--- src/rtl/calc_pkg.sv ---
`default_nettype none
// ============================================================================
//  Module   : calc_pkg
//  Purpose  : Shared types and constants for the calc accumulator datapath.
//             Command opcodes, accumulator FSM states and the signed
//             max/min constants at the default datapath width.
//  Revision : 1.0  initial release
// ============================================================================
package calc_pkg;

    localparam int CALC_WIDTH = 32;

    localparam logic [CALC_WIDTH-1:0] SMAX = {1'b0, {(CALC_WIDTH-1){1'b1}}};
    localparam logic [CALC_WIDTH-1:0] SMIN = {1'b1, {(CALC_WIDTH-1){1'b0}}};

    typedef enum logic [1:0] {
        LOAD  = 2'b00,
        ADD   = 2'b01,
        SUB   = 2'b10,
        CLEAR = 2'b11
    } calc_op_e;

    typedef enum logic [1:0] {
        IDLE = 2'd0,
        EXEC = 2'd1,
        RESP = 2'd2
    } acc_state_e;

endpackage : calc_pkg
`default_nettype wire

--- src/rtl/adder.sv ---
`default_nettype none
// ============================================================================
//  Module   : adder
//  Purpose  : Signed two's-complement adder with overflow flag.
//  Ports    : a, b     - signed operands
//             sum      - a + b, wrapped to WIDTH bits
//             overflow - signed overflow of the addition
//  Revision : 1.0  initial release
// ============================================================================
module adder #(
    parameter int WIDTH = 32
) (
    input  logic [WIDTH-1:0] a,
    input  logic [WIDTH-1:0] b,
    output logic [WIDTH-1:0] sum,
    output logic             overflow
);

    assign sum = a + b;

    // Overflow only when both operands share a sign and the result does not.
    assign overflow = (a[WIDTH-1] == b[WIDTH-1]) && (sum[WIDTH-1] != a[WIDTH-1]);

endmodule : adder
`default_nettype wire

--- src/rtl/calc_accumulator.sv ---
`default_nettype none
// ============================================================================
//  Module   : calc_accumulator
//  Purpose  : Sequencing core of the calc datapath. Accepts LOAD/ADD/SUB/CLEAR
//             commands, drives the signed adder from the accumulator and the
//             command operand, latches the result and returns it over a
//             valid/ready response channel.
//  Ports    : clk, rst                   - clock, synchronous active-high reset
//             cmd_valid/cmd_ready        - command handshake
//             cmd_op, cmd_data           - opcode and signed operand
//             rsp_valid/rsp_ready        - response handshake
//             rsp_data, rsp_overflow     - accumulator after command, overflow
//             sticky_ov                  - overflow seen since CLEAR/reset
//             acc_value                  - live accumulator
//  Revision : 1.0  initial release
// ============================================================================
module calc_accumulator
    import calc_pkg::*;
#(
    parameter int WIDTH    = CALC_WIDTH,
    parameter bit SATURATE = 1'b0
) (
    input  logic             clk,
    input  logic             rst,
    input  logic             cmd_valid,
    output logic             cmd_ready,
    input  logic [1:0]       cmd_op,
    input  logic [WIDTH-1:0] cmd_data,
    output logic             rsp_valid,
    input  logic             rsp_ready,
    output logic [WIDTH-1:0] rsp_data,
    output logic             rsp_overflow,
    output logic             sticky_ov,
    output logic [WIDTH-1:0] acc_value
);

    localparam logic [WIDTH-1:0] c_smax = {1'b0, {(WIDTH-1){1'b1}}};
    localparam logic [WIDTH-1:0] c_smin = {1'b1, {(WIDTH-1){1'b0}}};

    acc_state_e       r_state;
    acc_state_e       w_state_next;

    calc_op_e         r_op;
    logic [WIDTH-1:0] r_data;
    logic [WIDTH-1:0] r_acc;
    logic [WIDTH-1:0] r_rsp_data;
    logic             r_rsp_ov;
    logic             r_sticky;

    logic [WIDTH-1:0] w_b;
    logic [WIDTH-1:0] w_sum;
    logic             w_add_ov;
    logic             w_sub_min;
    logic             w_ov;
    logic [WIDTH-1:0] w_arith;
    logic [WIDTH-1:0] w_acc_next;
    logic             w_rsp_ov_next;
    logic             w_sticky_next;

    // ------------------------------------------------------------------
    // FSM: state register
    // ------------------------------------------------------------------
    always_ff @(posedge clk) begin
        if (rst) begin
            r_state <= IDLE;
        end else begin
            r_state <= w_state_next;
        end
    end

    // ------------------------------------------------------------------
    // FSM: next-state logic
    // ------------------------------------------------------------------
    always_comb begin
        w_state_next = r_state;
        case (r_state)
            IDLE:    if (cmd_valid) w_state_next = EXEC;
            EXEC:    w_state_next = RESP;
            RESP:    if (rsp_ready) w_state_next = IDLE;
            default: w_state_next = IDLE;
        endcase
    end

    // ------------------------------------------------------------------
    // FSM: outputs
    // ------------------------------------------------------------------
    always_comb begin
        cmd_ready = 1'b0;
        rsp_valid = 1'b0;
        case (r_state)
            IDLE:    cmd_ready = 1'b1;
            RESP:    rsp_valid = 1'b1;
            default: begin
                cmd_ready = 1'b0;
                rsp_valid = 1'b0;
            end
        endcase
    end

    // ------------------------------------------------------------------
    // Operand path into the adder
    // ------------------------------------------------------------------
    assign w_b = (r_op == SUB) ? (~r_data + 1'b1) : r_data;

    adder #(
        .WIDTH (WIDTH)
    ) u_adder (
        .a        (r_acc),
        .b        (w_b),
        .sum      (w_sum),
        .overflow (w_add_ov)
    );

    // Negating the signed minimum wraps back to itself, so the adder sees
    // acc + SMIN and its overflow flag is wrong. The true acc - SMIN
    // overflows exactly when acc is non-negative.
    assign w_sub_min = (r_op == SUB) && (r_data == c_smin);
    assign w_ov      = w_sub_min ? ~r_acc[WIDTH-1] : w_add_ov;

    generate
        if (SATURATE) begin : g_sat
            // Overflow direction follows the sign of the accumulator operand.
            assign w_arith = w_ov ? (r_acc[WIDTH-1] ? c_smin : c_smax) : w_sum;
        end else begin : g_wrap
            assign w_arith = w_sum;
        end
    endgenerate

    always_comb begin
        w_acc_next    = w_arith;
        w_rsp_ov_next = w_ov;
        w_sticky_next = r_sticky | w_ov;
        case (r_op)
            LOAD: begin
                w_acc_next    = r_data;
                w_rsp_ov_next = 1'b0;
                w_sticky_next = r_sticky;
            end
            CLEAR: begin
                w_acc_next    = '0;
                w_rsp_ov_next = 1'b0;
                w_sticky_next = 1'b0;
            end
            default: begin
                w_acc_next    = w_arith;
                w_rsp_ov_next = w_ov;
                w_sticky_next = r_sticky | w_ov;
            end
        endcase
    end

    // ------------------------------------------------------------------
    // Datapath registers
    // ------------------------------------------------------------------
    always_ff @(posedge clk) begin
        if (rst) begin
            r_op       <= LOAD;
            r_data     <= '0;
            r_acc      <= '0;
            r_rsp_data <= '0;
            r_rsp_ov   <= 1'b0;
            r_sticky   <= 1'b0;
        end else begin
            if ((r_state == IDLE) && cmd_valid) begin
                r_op   <= calc_op_e'(cmd_op);
                r_data <= cmd_data;
            end
            if (r_state == EXEC) begin
                r_acc      <= w_acc_next;
                r_rsp_data <= w_acc_next;
                r_rsp_ov   <= w_rsp_ov_next;
                r_sticky   <= w_sticky_next;
            end
        end
    end

    assign rsp_data     = r_rsp_data;
    assign rsp_overflow = r_rsp_ov;
    assign sticky_ov    = r_sticky;
    assign acc_value    = r_acc;

endmodule : calc_accumulator
`default_nettype wire

--- config.mk ---
export PLATFORM = sky130hd
export DESIGN_NAME = calc_accumulator
export DESIGN_NICKNAME = d
export VERILOG_FILES = /design/src/rtl/calc_pkg.sv /design/src/rtl/adder.sv /design/src/rtl/calc_accumulator.sv
export SDC_FILE = /design/constraint.sdc
export NUM_CORES = 1
export LEC_CHECK = 0
export ABC_CLOCK_PERIOD_IN_PS = 7600
export CAP_MARGIN = 15
export CORE_MARGIN = 3
export CORE_UTILIZATION = 40
export CTS_CLUSTER_SIZE = 12
export DETAILED_ROUTE_END_ITERATION = 7
export PLACE_DENSITY = 0.67
export SYNTH_ARGS = -nofsm -noshare
export SYNTH_HDL_FRONTEND = slang
export SYNTH_SLANG_ARGS = --single-unit
--- constraint.sdc ---
create_clock -name clk -period 7.6 [get_ports clk]
set_input_delay 1.52 -clock clk [delete_from_list [all_inputs] [get_ports clk]]
set_output_delay 1.52 -clock clk [all_outputs]
set_load 0.01 [all_outputs]
# --- Word-level counts from Yosys, hierarchy flattened ---
# Index checks and enable logic that the tools add are counted.
word_totals:
  reg_bits: 70
  wordCells: 39
classes:
  add_sub_neg: 2
  eq_ne: 9
  mux: 10
  bitwise_logic: 4
  reduce_logical: 8
op_table:
  columns: ["op", "count"]
  rows:
  - ["$pmux 32 s2", 1]
  - ["$add 32x1->32 const B", 1]
  - ["$add 32x32->32", 1]
  - ["$eq 32x32->1 const B", 1]
  - ["$mux 32", 1]
  - ["$not 32->32", 1]
  - ["$eq 2x2->1 const B", 3]
  - ["$pmux 2 s3", 1]
  - ["$logic_not 2->1", 2]
  - ["$mux 1", 4]
  - ["$mux 2", 2]
  - ["$ne 2x2->1 const B", 2]
  - ["$reduce_and 2->1", 2]
  - ["$logic_and 1x1->1", 3]
  - ["$eq 2x1->1 const B", 1]
  - ["$not 1->1", 2]
  - ["$pmux 1 s2", 1]
  - ["$reduce_or 2->1", 1]
  - ["$eq 1x1->1", 1]
  - ["$ne 1x1->1", 1]
  - ["$or 1x1->1", 1]

# --- Longest topological paths before layout ---
# Gate-level depths: netlist of run 1.
logic_depth:
  ltp_word: 9
  ltp_mapped: 17
  mapped_depth_nobuf: 17

# --- Cells and area by module ---
# Synthesis of run 1 repeated with hierarchy kept, for this count alone.
unflattened:
  hier_cells: 775
  hier_area_um2: 5748.0
by_module_without_submodules:
  columns: ["mod", "n_inst", "cells_each", "area_per_inst_um2", "seq_area_each_um2"]
  rows:
  - ["calc_accumulator", 1, 509, 3816.2, 1401.3]
  - ["adder", 1, 266, 1931.9, 0.0]

# --- Worst setup path after synthesis of run 1 ---
# No wires, ideal clock.
synth_path:
  path_kind: "register -> register"
  startpoint: "register r_data[12]"
  endpoint: "register r_rsp_data[31], in the netlist rsp_data[31]"
  setup_time_ns: 0.114
  t_arrival_ns: 4.033
  t_required_ns: 7.486
  path_slack_ns: 3.453
  stages_incl_launch_ff: 17
  path_buffers: 1
  synth_period_minus_slack_ns: 4.147
  cell_sequence: "dfxtp_1 > buf_6 > or4_4 > or3_1 > or2_4 > or3_2 > o41ai_1 > xnor2_1 > ha_1 > and2_1 > o21ai_0 > nand2b_1 > a211oi_1 > a31oi_1 > xnor2_1 > mux2i_1 > a2111oi_0"
synth_via:
  elab_chain_cells: 5
synth_lines:
  columns: ["item", "line", "text"]
  rows:
  - ["from (decl)", "calc_accumulator.sv:44", "logic [WIDTH-1:0] r_data;"]
  - ["from (signal assigned)", "calc_accumulator.sv:166", "r_data <= cmd_data;"]
  - ["$not 32->32", "calc_accumulator.sv:103", "assign w_b = (r_op == SUB) ? (~r_data + 1'b1) : r_data;"]
  - ["$add 32x1->32", "calc_accumulator.sv:103", null]
  - ["$mux 32 *", "calc_accumulator.sv:103", null]
  - ["$add 32x32->32 *", "adder.sv:19", "assign sum = a + b;"]
  - ["$pmux 32 s2 *", "calc_accumulator.sv:133", "case (r_op)"]
  - ["to (signal assigned)", "calc_accumulator.sv:170", "r_rsp_data <= w_acc_next;"]
  - ["to (decl)", "calc_accumulator.sv:46", "logic [WIDTH-1:0] r_rsp_data;"]
# Every way passes the cells marked *; elsewhere a longest branch is shown, timed or not.
# A chain may end at the register's enable or synchronous reset.

# --- Final worst setup path of run 1 ---
layout_path:
  startpoint: "register r_data[7]"
  endpoint: "register r_rsp_data[31], in the netlist rsp_data[31]"
# The elaborated chain is that of the path after synthesis.

==> results of run 1 <==
## power by group through the flow
| stage | sequential (W) | clock [W] | combinational, W |
|---|---|---|---|
| after global placement | 0.000433 | 0 | 0.000351 |
| after global routing | 0.000431 | 0.000479 | 0.000395 |
| after detailed placement | 0.000434 | 0 | 0.000357 |
| after CTS | 0.000426 | 0.000462 | 0.000360 |
| final | 0.000426 | 0.000456 | 0.000362 |
| after floorplan | 0.000428 | 0 | 0.000248 |
## layer usage
layer,up-vias,global-route usage (%)
met3,24,2.947
met5,-,0
met2,170,33.86
li1,2516,-
met1,2388,28.09
met4,0,5.595
## logic make-up after synthesis
group / share of synthesized area [%]
AOI/OAI and AO/OA: 24.15
xor gates and xnor gates: 9.215
adders and majority gates: 8.999
buffers and inverters: 8.353
DFF: 26.81
muxes: 0.5745
and+or+nand+nor: 21.90
## sequential cells by signal, summed over array words and instances (netlist names)
name	cells
r_data	32
r_op	2
r_state	2
rsp_data	32
rsp_overflow	1
sticky_ov	1
## cell usage after synthesis, drive strengths merged (2+ instances only)
cell / count
buf: 38
a21boi: 3
a211o: 3
and3: 3
nor2: 46
ha: 36
nor2b: 6
a211oi: 18
o22ai: 2
nand3b: 3
inv: 10
o41ai: 4
mux2i: 3
o211ai: 10
or4: 2
a21o: 11
nand2: 111
nand2b: 11
or2: 5
a2111oi: 3
o31ai: 12
clkbuf: 30
or3: 9
nor3: 26
nor4: 4
xnor2: 40
o21ai: 30
a21oi: 66
xor2: 15
a22oi: 3
dfxtp: 70
and2: 7
nand3: 12
o21a: 2
a221oi: 17
a311oi: 2
a31oi: 4
## final cells by class
type | count | area share, %
clock inverter | 4 | 1.084
inverter | 10 | 0.5807
sequential | 70 | 21.68
multi-input combinational | 536 | 52.52
tap | 172 | 3.329
clock buffer | 12 | 3.813
timing repair buffer | 112 | 17.00
## final timing paths
kind                            depth (start not counted)      endpoint
worst max register to register                         14  rsp_data[31]
worst min register to register                          2       r_op[0]
worst min-delay path                                    2       r_op[0]
worst max-delay path                                   14  rsp_data[31]
## tightest hold or removal path, stage by stage, from the launching register on
cell     delay (ps)
dfxtp_1         320
nand2_1          60
a21oi_1          60
## through the flow
stage	power [W]	util, %	hold WS (ps)	setup slack [ps]
6_report	0.001244	50.81	489.6	3101
2_1_floorplan	0.0006766	-	453.6	3453
3_5_place_dp	0.0007909	48.32	477.2	3130
4_1_cts	0.001248	50.81	485.2	3103
3_3_place_gp	0.0007840	48.32	469.0	3265
5_1_grt	0.001305	50.81	510.4	2670
==> reports/summary.txt, run 1 <==
Outcome = complete, no violations
Worst EP required = 7820 ps
I/O pins = 106
Die area = 14480 um2
Pleak = 2.541 nW
Placed Area = 6147 um2
Multi-input gate area in the final layout = 3395 um2
Antenna diodes = 0
Slew @ Worst Pin = 982.4 ps
Critical path class = reg2reg
CP top delay family = compound AO/OA/AOI/OAI gates
Router iterations before antenna repair = 5
Die Ht = 120.3 um
# Max-Cap Violations = 0
Design area = 6464 um2
Clock Skews = 6.830 ps
Share of power burned in registers = 34.3%
Share of cells above drive strength 1 = 5.376%
Latest clock arrival within the worst-skew pair = 340 ps
Register area = 1401 um2
Hold-fix buffers at CTS = 0
HP Class = reg2reg
Post CTS Setup Buffer Count = 0
Sequential share of the synthesized area = 26.81%
Clk root buf = clkbuf_16
Final GP Congestion = 0.8614
CP Launch Type = register
Total number of vias = 5098
Synth cell types = 56
Number of port buffers = 105
Setup crit end kind = register
Area grow syn2layout = 23.65%
Drt drc = 0
CP peak stage delay = 580 ps
Mapped cell area = 5228 um2
Largest net degree at the start of global routing = 75
Final worst path period share = 59.20%
Post-synth EDFFs = 0
Fin. Hold Viols = 0
R2R Setup Slk = 3100 ps
DR top layer = met4
Clock transition at the registers of the reported paths = 60 ps
Avg Inst Size Synth = 7.643 um2
Post-Route M1 WL = 7.008 mm
H-tree depth = 3
Critical Path AT = 4720 ps
Grt total ovfl = 0
Ys async rst share = 0%
Vias in the first global route = 4868
Routed length on met3 = 869 um
Drt wl/cell = 16.44 um
Core area = 12720 um2
Slowest-stage cell, CP = or4_1
Max Root-Sink Buffers = 2
# rows = 41
Synth top area share = 26.81%
Commonest non-fill, non-tap cells in the layout = nand2_1 (111), clkdlybuf4s50_1 (104), dfxtp_1 (70)
Sw frac = 31.64%
Int Pwr = 0.0008503 W
Pwr dens = 192.5 nW/um2
Cell count after synthesis = 684
Tot GR Track Use = 20.50%
Clock power frac = 36.7%
RSZ-0062 raised after global routing = false
Final HPWL DP = 10.51 mm
Post-Layout Cell Count = 916
WL met2 = 6.942 mm
Finish-stage setup viols = 0
WP buf/inv = 0
ANT nets after route = 0
Logic pwr share = 29.1%
Final setup TNS = 0 ps
Initial antenna violation count = 0
RR Startpoint = r_data[7]
Fin crit period = 4499 ps
Die width = 120.3 um
CTS tree = yes
Post_cts resized = 0
Hold Crit Start = r_op[0]
Ys flop type = dfxtp_1
Slew HR = 34.21%
Fmax = 222.2 MHz
Initial Util = 41.09%
P_sw = 0.0003936 W
CTS Sinks = 70
Area contributors post-synth = dfxtp_1 (27%), ha_1 (8.6%), nand2_1 (8.0%), xnor2_1 (6.7%), a21oi_1 (6.3%)
CTS buffer count = 9
First-pass GRT wire length = 24.36 mm
Crit-path cells = or4_1, or3_2, o41ai_1, xnor2_1, ha_1, and2_1, a21boi_0, o211ai_1, a21oi_1, o2111ai_1, a31oi_1, xnor2_1, mux2i_1, a2111oi_0
Peak supply drop = 0.09329 mV
Syn Nets = 759
Total wire length = 15.06 mm
Yosys synthesis warning count = 0
Most common cell after layout, fill and taps aside = nand2_1
Post-synth top area cell = dfxtp_1
CP Max Fanout = 7
FF+latch count, synth = 70
Vias/cell = 5.566
Worst setup path start = r_data[7]
# fillers = 1286
Crit path top cell by count = xnor2_1
Dpl cells = 900
Layout Nets = 814
Initial drt markers = 355
Slew Viols, Final = 0
No activity file was read; power rests on OpenSTA's default activity.
==> run 2, diff against run 1 <==
--- a/config.mk
+++ b/config.mk
@@ -5,7 +5,7 @@
 export SDC_FILE = /design/constraint.sdc
 export NUM_CORES = 1
 export LEC_CHECK = 0
-export ABC_CLOCK_PERIOD_IN_PS = 7600
+export ABC_CLOCK_PERIOD_IN_PS = 4400
 export CAP_MARGIN = 15
 export CORE_MARGIN = 3
 export CORE_UTILIZATION = 40
==> constraint.sdc (replaced) <==
create_clock -name clk -period 4.4 [get_ports clk]
set_input_delay 0.88 -clock clk [delete_from_list [all_inputs] [get_ports clk]]
set_output_delay 0.88 -clock clk [all_outputs]
set_load 0.01 [all_outputs]
==> run 2 against run 1 <==
  * Sequential share of layout area is 0.55 points lower
  * First-iteration DRC count down 2.8%
  * Setup slack got worse by 3000 ps
  * Largest cell class unchanged
  * Highest routed layer unchanged
==> reports/summary.txt, run 2 (synthesis gave the netlist of run 1 again) <==
Final setup TNS = 0 ps (unchanged)
Grt total ovfl = 0 (unchanged)
Hold-fix buffers at CTS = 0 (unchanged)
# fillers = 1258 (-2.2%)
Total wire length = 15.00 mm (-0.39%)
RSZ-0062 raised after global routing = false
Final worst path period share = 96.61% (+37 points)
Vias/cell = 5.439 (-2.3%)
Initial antenna violation count = 0 (unchanged)
Clk root buf = clkbuf_16
Peak supply drop = 0.2240 mV (+140%)
Hold Crit Start = r_op[0]
CP Max Fanout = 5 (-2)
Worst setup path start = r_data[12]
Die width = 120.3 um (unchanged)
Share of cells above drive strength 1 = 8.466% (+3.1 points)
Area grow syn2layout = 27.00%
Layout Nets = 826 (+1.5%)
# Max-Cap Violations = 0 (unchanged)
Slew Viols, Final = 0 (unchanged)
Final HPWL DP = 10.76 mm (+2.4%)
Drt drc = 0 (unchanged)
H-tree depth = 3 (unchanged)
Slew @ Worst Pin = 1148 ps (+165.5 ps)
Pleak = 2.607 nW (+2.6%)
Initial Util = 41.09% (unchanged)
Outcome = complete, no violations
Clock transition at the registers of the reported paths = 60 ps (about the same)
I/O pins = 106 (unchanged)
Largest net degree at the start of global routing = 52 (-31%)
Critical path class = reg2reg
Die area = 14480 um2 (unchanged)
RR Startpoint = r_data[12]
First-pass GRT wire length = 24.06 mm (-1.2%)
Die Ht = 120.3 um (unchanged)
CTS Sinks = 70 (unchanged)
Number of port buffers = 105 (unchanged)
CP Launch Type = register
Clock Skews = 6.218 ps (-0.6115 ps)
Finish-stage setup viols = 0 (unchanged)
ANT nets after route = 0 (unchanged)
# rows = 41 (unchanged)
HP Class = reg2reg
Final core occ = 52.18% (+1.4 points)
Commonest non-fill, non-tap cells in the layout = nand2_1 (111), clkdlybuf4s50_1 (104), dfxtp_1 (69)
Pwr dens = 322.2 nW/um2 (+67%)
Max Root-Sink Buffers = 2 (unchanged)
Router iterations before antenna repair = 5 (unchanged)
CTS tree = yes
Latest clock arrival within the worst-skew pair = 340 ps (about the same)
Core area = 12720 um2 (unchanged)
Slew HR = 23.47% (-11 points)
Most common cell after layout, fill and taps aside = nand2_1
CTS buffer count = 9 (unchanged)
Initial drt markers = 345 (-2.8%)
Fin. Hold Viols = 0 (unchanged)
Drt wl/cell = 16.16 um (-1.7%)
Fmax = 235.3 MHz (+5.9%)
Setup crit end kind = register
Total number of vias = 5047 (-1.0%)
Final GP Congestion = 0.8881 (+3.1%)
Antenna diodes = 0 (unchanged)
Vias in the first global route = 4902 (+0.70%)
Worst EP required = 4630 ps (-3190 ps)
Fin crit period = 4251 ps (-248.7 ps)
Critical Path AT = 4480 ps (-240 ps)
Tot GR Track Use = 20.60% (+0.10 points)
[run 2: final timing paths]
check / endpoint / slack (ps) / depth (start not counted)
worst min-delay path: r_op[0] / 480 / 2
worst max-delay path: rsp_data[31] / 150 / 16
worst min register to register: r_op[0] / 480 / 2
worst max register to register: rsp_data[31] / 150 / 16
[run 2: area by class of cell]
class | count | area, um2 | share of cell area (%)
Multi-Input combinational cell | 536 | 3492 | 52.60
Sequential cell | 70 | 1403 | 21.13
Timing Repair Buffer | 124 | 1189 | 17.90
Clock buffer | 13 | 260.3 | 3.920
Tap cell | 172 | 215.2 | 3.242
Clock inverter | 3 | 42.54 | 0.6408
Inverter | 10 | 37.54 | 0.5654
[run 2: per-stage QoR]
| step | hold WS [ps] | cells | instance area [um2] | total power [W] | setup WS, ps |
|---|---|---|---|---|---|
| 3_3_place_gp | 468.2 | 909 | 6215 | 0.001364 | 156.3 |
| 3_5_place_dp | 471.9 | 909 | 6215 | 0.001376 | 73.68 |
| 2_1_floorplan | 453.6 | 684 | 5228 | 0.001169 | 252.5 |
| 4_1_cts | 479.5 | 925 | 6518 | 0.002126 | 15.02 |
| 5_1_grt | 519.7 | 928 | 6639 | 0.002246 | 4.456 |
| 6_report | 482.9 | 928 | 6639 | 0.002139 | 149.2 |
[run 2: layer usage]
metal | vias to the layer above | track usage [%] | share of wire (%)
met5 | - | 0 | 0
met4 | 0 | 6.941 | 1.9
met3 | 21 | 3.648 | 5.9
met1 | 2316 | 28.27 | 47
li1 | 2550 | - | -
met2 | 160 | 32.84 | 45
[run 2: worst max-delay path, stage by stage, from the launching register on]
cell	delay, ps
dfxtp_1	310
or4_4	530
or3_1	340
or2_4	260
or3_4	410
o31ai_1	250
xnor2_1	200
ha_1	310
a21oi_1	180
o211ai_1	140
nand2_1	120
nor2_2	50
o31ai_1	270
a31oi_2	100
xnor2_1	220
mux2i_1	100
a2111oi_1	330
[run 2: where the power goes]
| group | leakage [nW] | internal (W) | switching [W] |
|---|---|---|---|
| combinational | 1.89 | 0.000302 | 0.000356 |
| clock | 0.146 | 0.000469 | 0.000278 |
| sequential | 0.574 | 0.000677 | 0.0000561 |
| total | 2.61 | 0.00145 | 0.000690 |
[run 2: repair_timing]
item / CTS / global route
endpoints found under the hold margin: 0 / 0
setup endpoints to repair: 0 / 10
gates resized for setup: 0 / 22
setup buffers: 0 / 3
==> RTL edit 1 (flow settings as in run 2) <==
Re-encode `acc_state_e` (3 states) as one-hot, 3 bits wide.
--- a/src/rtl/calc_pkg.sv
+++ b/src/rtl/calc_pkg.sv
@@ -20,10 +20,10 @@
         CLEAR = 2'b11
     } calc_op_e;
 
-    typedef enum logic [1:0] {
-        IDLE = 2'd0,
-        EXEC = 2'd1,
-        RESP = 2'd2
+    typedef enum logic [2:0] {
+        IDLE = 3'b001,
+        EXEC = 3'b010,
+        RESP = 3'b100
     } acc_state_e;
 
 endpackage : calc_pkg
Formal check against the unedited RTL: no difference found for any inputs over 4 cycles, from zero or initial values and one cycle with rst high; so few cycles prove little.
==> RTL edit 1 against run 2 <==
Design area is 2.0% higher; sequential cell count up 1; wire length up 6.2%; clock power fell by 8.6%; combinational power decreased by 20%; total power shrank 9.8%; synthesized cell count grew 4.1%; count of clock-buffer cells in the layout fell by 1; area after synthesis grew 3.1%; setup slack improved by 160 ps; critical endpoint is now rsp_data[29]; largest power group is now registers.
==> RTL edit 1: results (changes against run 2) <==
setup slack at placement=109 ps (was 73.7 ps); synth top area cells=dfxtp_1 (26%), ha_1 (8.6%), nand2_1 (7.5%), xnor2_1 (6.7%), a21oi_1 (6.5%) (was dfxtp_1 (27%), ha_1 (8.6%), nand2_1 (8.0%), xnor2_1 (6.7%), a21oi_1 (6.3%)); syn_nets=788 (was 759); Main synth FF type=dfxtp_1 (unchanged); vias in the first global route=4955 (was 4902); post-synthesis sequential area ratio=0.264 (was 0.268); Synth top cells by count=nand2_1 (108), dfxtp_1 (71), a21oi_1 (70) (was nand2_1 (111), dfxtp_1 (70), a21oi_1 (66)); synth unique cells=58 (was 56); CTS resizes=0 (unchanged); Mapped Cells=712 (was 684); worst min-delay path class=register to register (unchanged); Worst-Skew Late Latency=340 ps (about the same); status=finished, final reports clean (unchanged); Overall Global Routing Usage=0.214 (was 0.206); WL/cell=16.7 um (was 16.2 um); IO Port Bufs=105 (unchanged); Placed Instances=936 (was 909); crit path max fanout=6 (was 5); largest net degree at the start of global routing=49 (was 52); DP Wirelength=11800 um (was 10800 um); root buffer cell=clkbuf_16 (unchanged); routed vias=5394 (was 5047); Synth warnings=0 (unchanged); share of cells above drive strength 1=0.0703 (was 0.0847); clk slew on worst S/H paths=60 ps (about the same); Longest Clk Path Bufs=2 (unchanged); Placed Area=0.00639 sq mm (was 0.00621 sq mm); Final Non-Filler Cells=954 (was 928); Iter 0 DRT Violations=381 (was 345); post-CTS setup buffer count=0 (unchanged); clock skew=6.08 ps (was 6.22 ps); Num CTS Buffers=9 (unchanged); Leak=2.61 nW (about the same); GP Congestion=0.902 (was 0.888); Slew headroom=0.424 (was 0.235); Initial DRT Pass Iterations=5 (unchanged); first-pass GRT wire length=25200 um (was 24100 um); fin nets=854 (was 826); cell family with most CP delay=simple AND/OR/NAND/NOR gates (unchanged); H-tree level count=3 (unchanged); VDD IR max=0.198 mV (was 0.224 mV); # diodes=0 (unchanged); slowest CP cell=or3_1 (was or4_4); Post-synth ARST share=0 (unchanged); initial antenna violation count=0 (unchanged); crit-path max cell delay=430 ps (was 530 ps)
## RTL edit 1: cell count changes after synthesis, sizes merged, moves of 5 or more
cell,change
and3,+5
buf,-5
clkbuf,+5
o211ai,-8
a211oi,+5
nor2,+14
a221oi,-5
## RTL edit 1: power breakdown
part           switching (W)  internal (W)
logic               0.000291      0.000236
registers          0.0000456      0.000674
clock network       0.000290      0.000393
total               0.000627       0.00130
## RTL edit 1: metal layers
layer  track usage  vias up  wire length [um]
met2         0.331      187              7210
met3        0.0297       20               972
met1         0.307     2525              7460
met4        0.0721        0               281
li1              -     2662                 -
met5             0        -                 0
## RTL edit 1: final cells by class
cell class | count | area (sq um)
fillers | 1257 | 6110
multi-input cells | 563 | 3600
flip-flops and latches | 71 | 1420
repair buffers | 123 | 1220
clock buffers | 12 | 246
well taps | 172 | 215
inverters | 10 | 37.5
clock inverters | 3 | 20.0
## RTL edit 1: worst paths after layout
check	startpoint	endpoint	slack, ps	cells after the start
max	r_data[0]	rsp_data[29]	310	16
min	sticky_ov	sticky_ov	480	2
max reg2reg	r_data[0]	rsp_data[29]	310	16
min reg2reg	sticky_ov	sticky_ov	480	2
## RTL edit 1: cell families (layout without fill, tap and decap cells)
logic type,Yosys count,count (layout),synth area share
AOI/OAI and AO/OA,199,199,0.241
xor gates and xnor gates,53,53,0.0875
adders and majority gates,38,38,0.0896
buffers and inverters,78,148,0.0766
DFF,71,71,0.264
muxes,4,4,0.00789
and+or+nand+nor,269,269,0.234
## RTL edit 1: worst register-to-register path, delay by kind of cell (launching register included)
kind,cells,cell delay [ps]
adders and majority gates,2,510
and+or+nand+nor,7,1730
DFF,1,350
xor gates and xnor gates,1,170
muxes,1,360
AOI/OAI and AO/OA,3,650
buffers and inverters,2,220
==> RTL edit 2 (config.mk and constraints of run 2) <==
Without the edit above. The package constant `CALC_WIDTH` goes from 32 to 16.
--- a/src/rtl/calc_pkg.sv
+++ b/src/rtl/calc_pkg.sv
@@ -8,7 +8,7 @@
 // ============================================================================
 package calc_pkg;
 
-    localparam int CALC_WIDTH = 32;
+    localparam int CALC_WIDTH = 16;
 
     localparam logic [CALC_WIDTH-1:0] SMAX = {1'b0, {(CALC_WIDTH-1){1'b1}}};
     localparam logic [CALC_WIDTH-1:0] SMIN = {1'b1, {(CALC_WIDTH-1){1'b0}}};
Ports: changed (resized acc_value, cmd_data and rsp_data); port bits go from 106 to 58. No check against the original RTL was run, so the function may have changed too.
==> RTL edit 2 against run 2 <==
Wire length fell by 57%; total power is 50% lower; setup slack improved by 490 ps; sequential cell count fell by 32; critical path depth is 3 lower; via count decreased by 52%; design area is 50% lower; critical path type unchanged; area after synthesis shrank 49%; clock skew grew 0.78 ps.
==> RTL edit 2: results (changes against run 2) <==
status=finished, final reports clean (unchanged); Hold Path Origin=r_data[1] (was r_op[0]); XOR/XNOR Fraction of Synth Area=0.0913 (was 0.0921); VDD IR max=0.185 mV (was 0.224 mV); Compound-Gate Fraction of Synth Area=0.217 (was 0.242); Buffers, non-clock=59 (was 124); worst reg2reg path depth=13 (was 16); Filler cells=610 (was 1258); GR Util met3=0.0301 (was 0.0365); DP Wirelength=4820 um (was 10800 um); Placed Area=0.00316 sq mm (was 0.00621 sq mm); register share of the cell area=0.230 (was 0.211); share of cells above drive strength 1=0.0480 (was 0.0847); Adder-Cell Fraction of Synth Area=0.106 (was 0.0900); fin nets=418 (was 826); sequential power=0.000395 W (was 0.000733 W); metal3 WL=345 um (was 880 um); combinational power share=0.279 (was 0.308); vias per cell=5.38 (was 5.44); Num CTS Buffers=5 (was 9); met1 WL=3130 um (was 7060 um); fmax=266 MHz (was 235 MHz); largest net degree at the start of global routing=30 (was 52); Worst-Skew Late Latency=300 ps (was 340 ps); met1 GRT Util=0.255 (was 0.283); CP Data Arrival Time=3990 ps (was 4480 ps); post-synthesis sequential area ratio=0.285 (was 0.268); multiplexer share of the synthesized area=0.00796 (was 0.00574); Placed Instances=444 (was 909); crit path max fanout=7 (was 5); IO Port Bufs=57 (was 105); final WL=6450 um (was 15000 um); clk slew on worst S/H paths=80 ps (was 60 ps); clock skew=7.00 ps (was 6.22 ps); CLK BUF=6 (was 13); routed vias=2434 (was 5047); Synth top cells by count=nand2_1 (49), dfxtp_1 (38), a21oi_1 (33) (was nand2_1 (111), dfxtp_1 (70), a21oi_1 (66)); setup slack at placement=672 ps (was 73.7 ps); H-tree level count=2 (was 3); syn_nets=387 (was 759); NonClk Buf Share=0.177 (was 0.179); first-pass GRT wire length=11000 um (was 24100 um); met2 GRT Util=0.283 (was 0.328); clock-cell share of area=0.0431 (was 0.0456); Initial DRT Pass Iterations=4 (was 5); fraction of area in multi-input gates=0.509 (was 0.526); Seq Cell Count=38 (was 70); Slew @ Worst Pin=864 ps (was 1150 ps)
## RTL edit 2: changes by cell type after synthesis, moves of 9 or more
cell	run 2	this run
nand2_1	111	49
a21oi_1	66	33
dfxtp_1	70	38
nor2_1	46	26
xnor2_1	40	21
buf_4	32	16
o21ai_0	30	14
ha_1	36	21
nor3_1	26	11
clkbuf_1	30	18
a211oi_1	18	7
a221oi_1	16	6
xor2_1	15	5
o211ai_1	10	1
## RTL edit 2: worst max-delay path, cell delays in order (launching register included)
cell     delay (ps)
dfxtp_1         380
or4_4           560
or4_1           460
nand2_1         110
xnor2_1         120
ha_1            310
a21o_1          210
a21o_1          190
a21oi_1         120
o21ai_0         180
o41a_1          410
xor2_1          190
mux2_2          340
a31oi_1         120
## RTL edit 2: logic make-up (layout without fill, tap and decap cells)
group                    Yosys count  count (layout)
AND/OR/NAND/NOR                  119             119
multiplexers                       2               2
flip-flops                        38              38
XOR/XNOR                          27              27
adder cells (fa/ha/maj)           22              22
AO/OA/AOI/OAI                     90              90
buffers and inverters             45              77
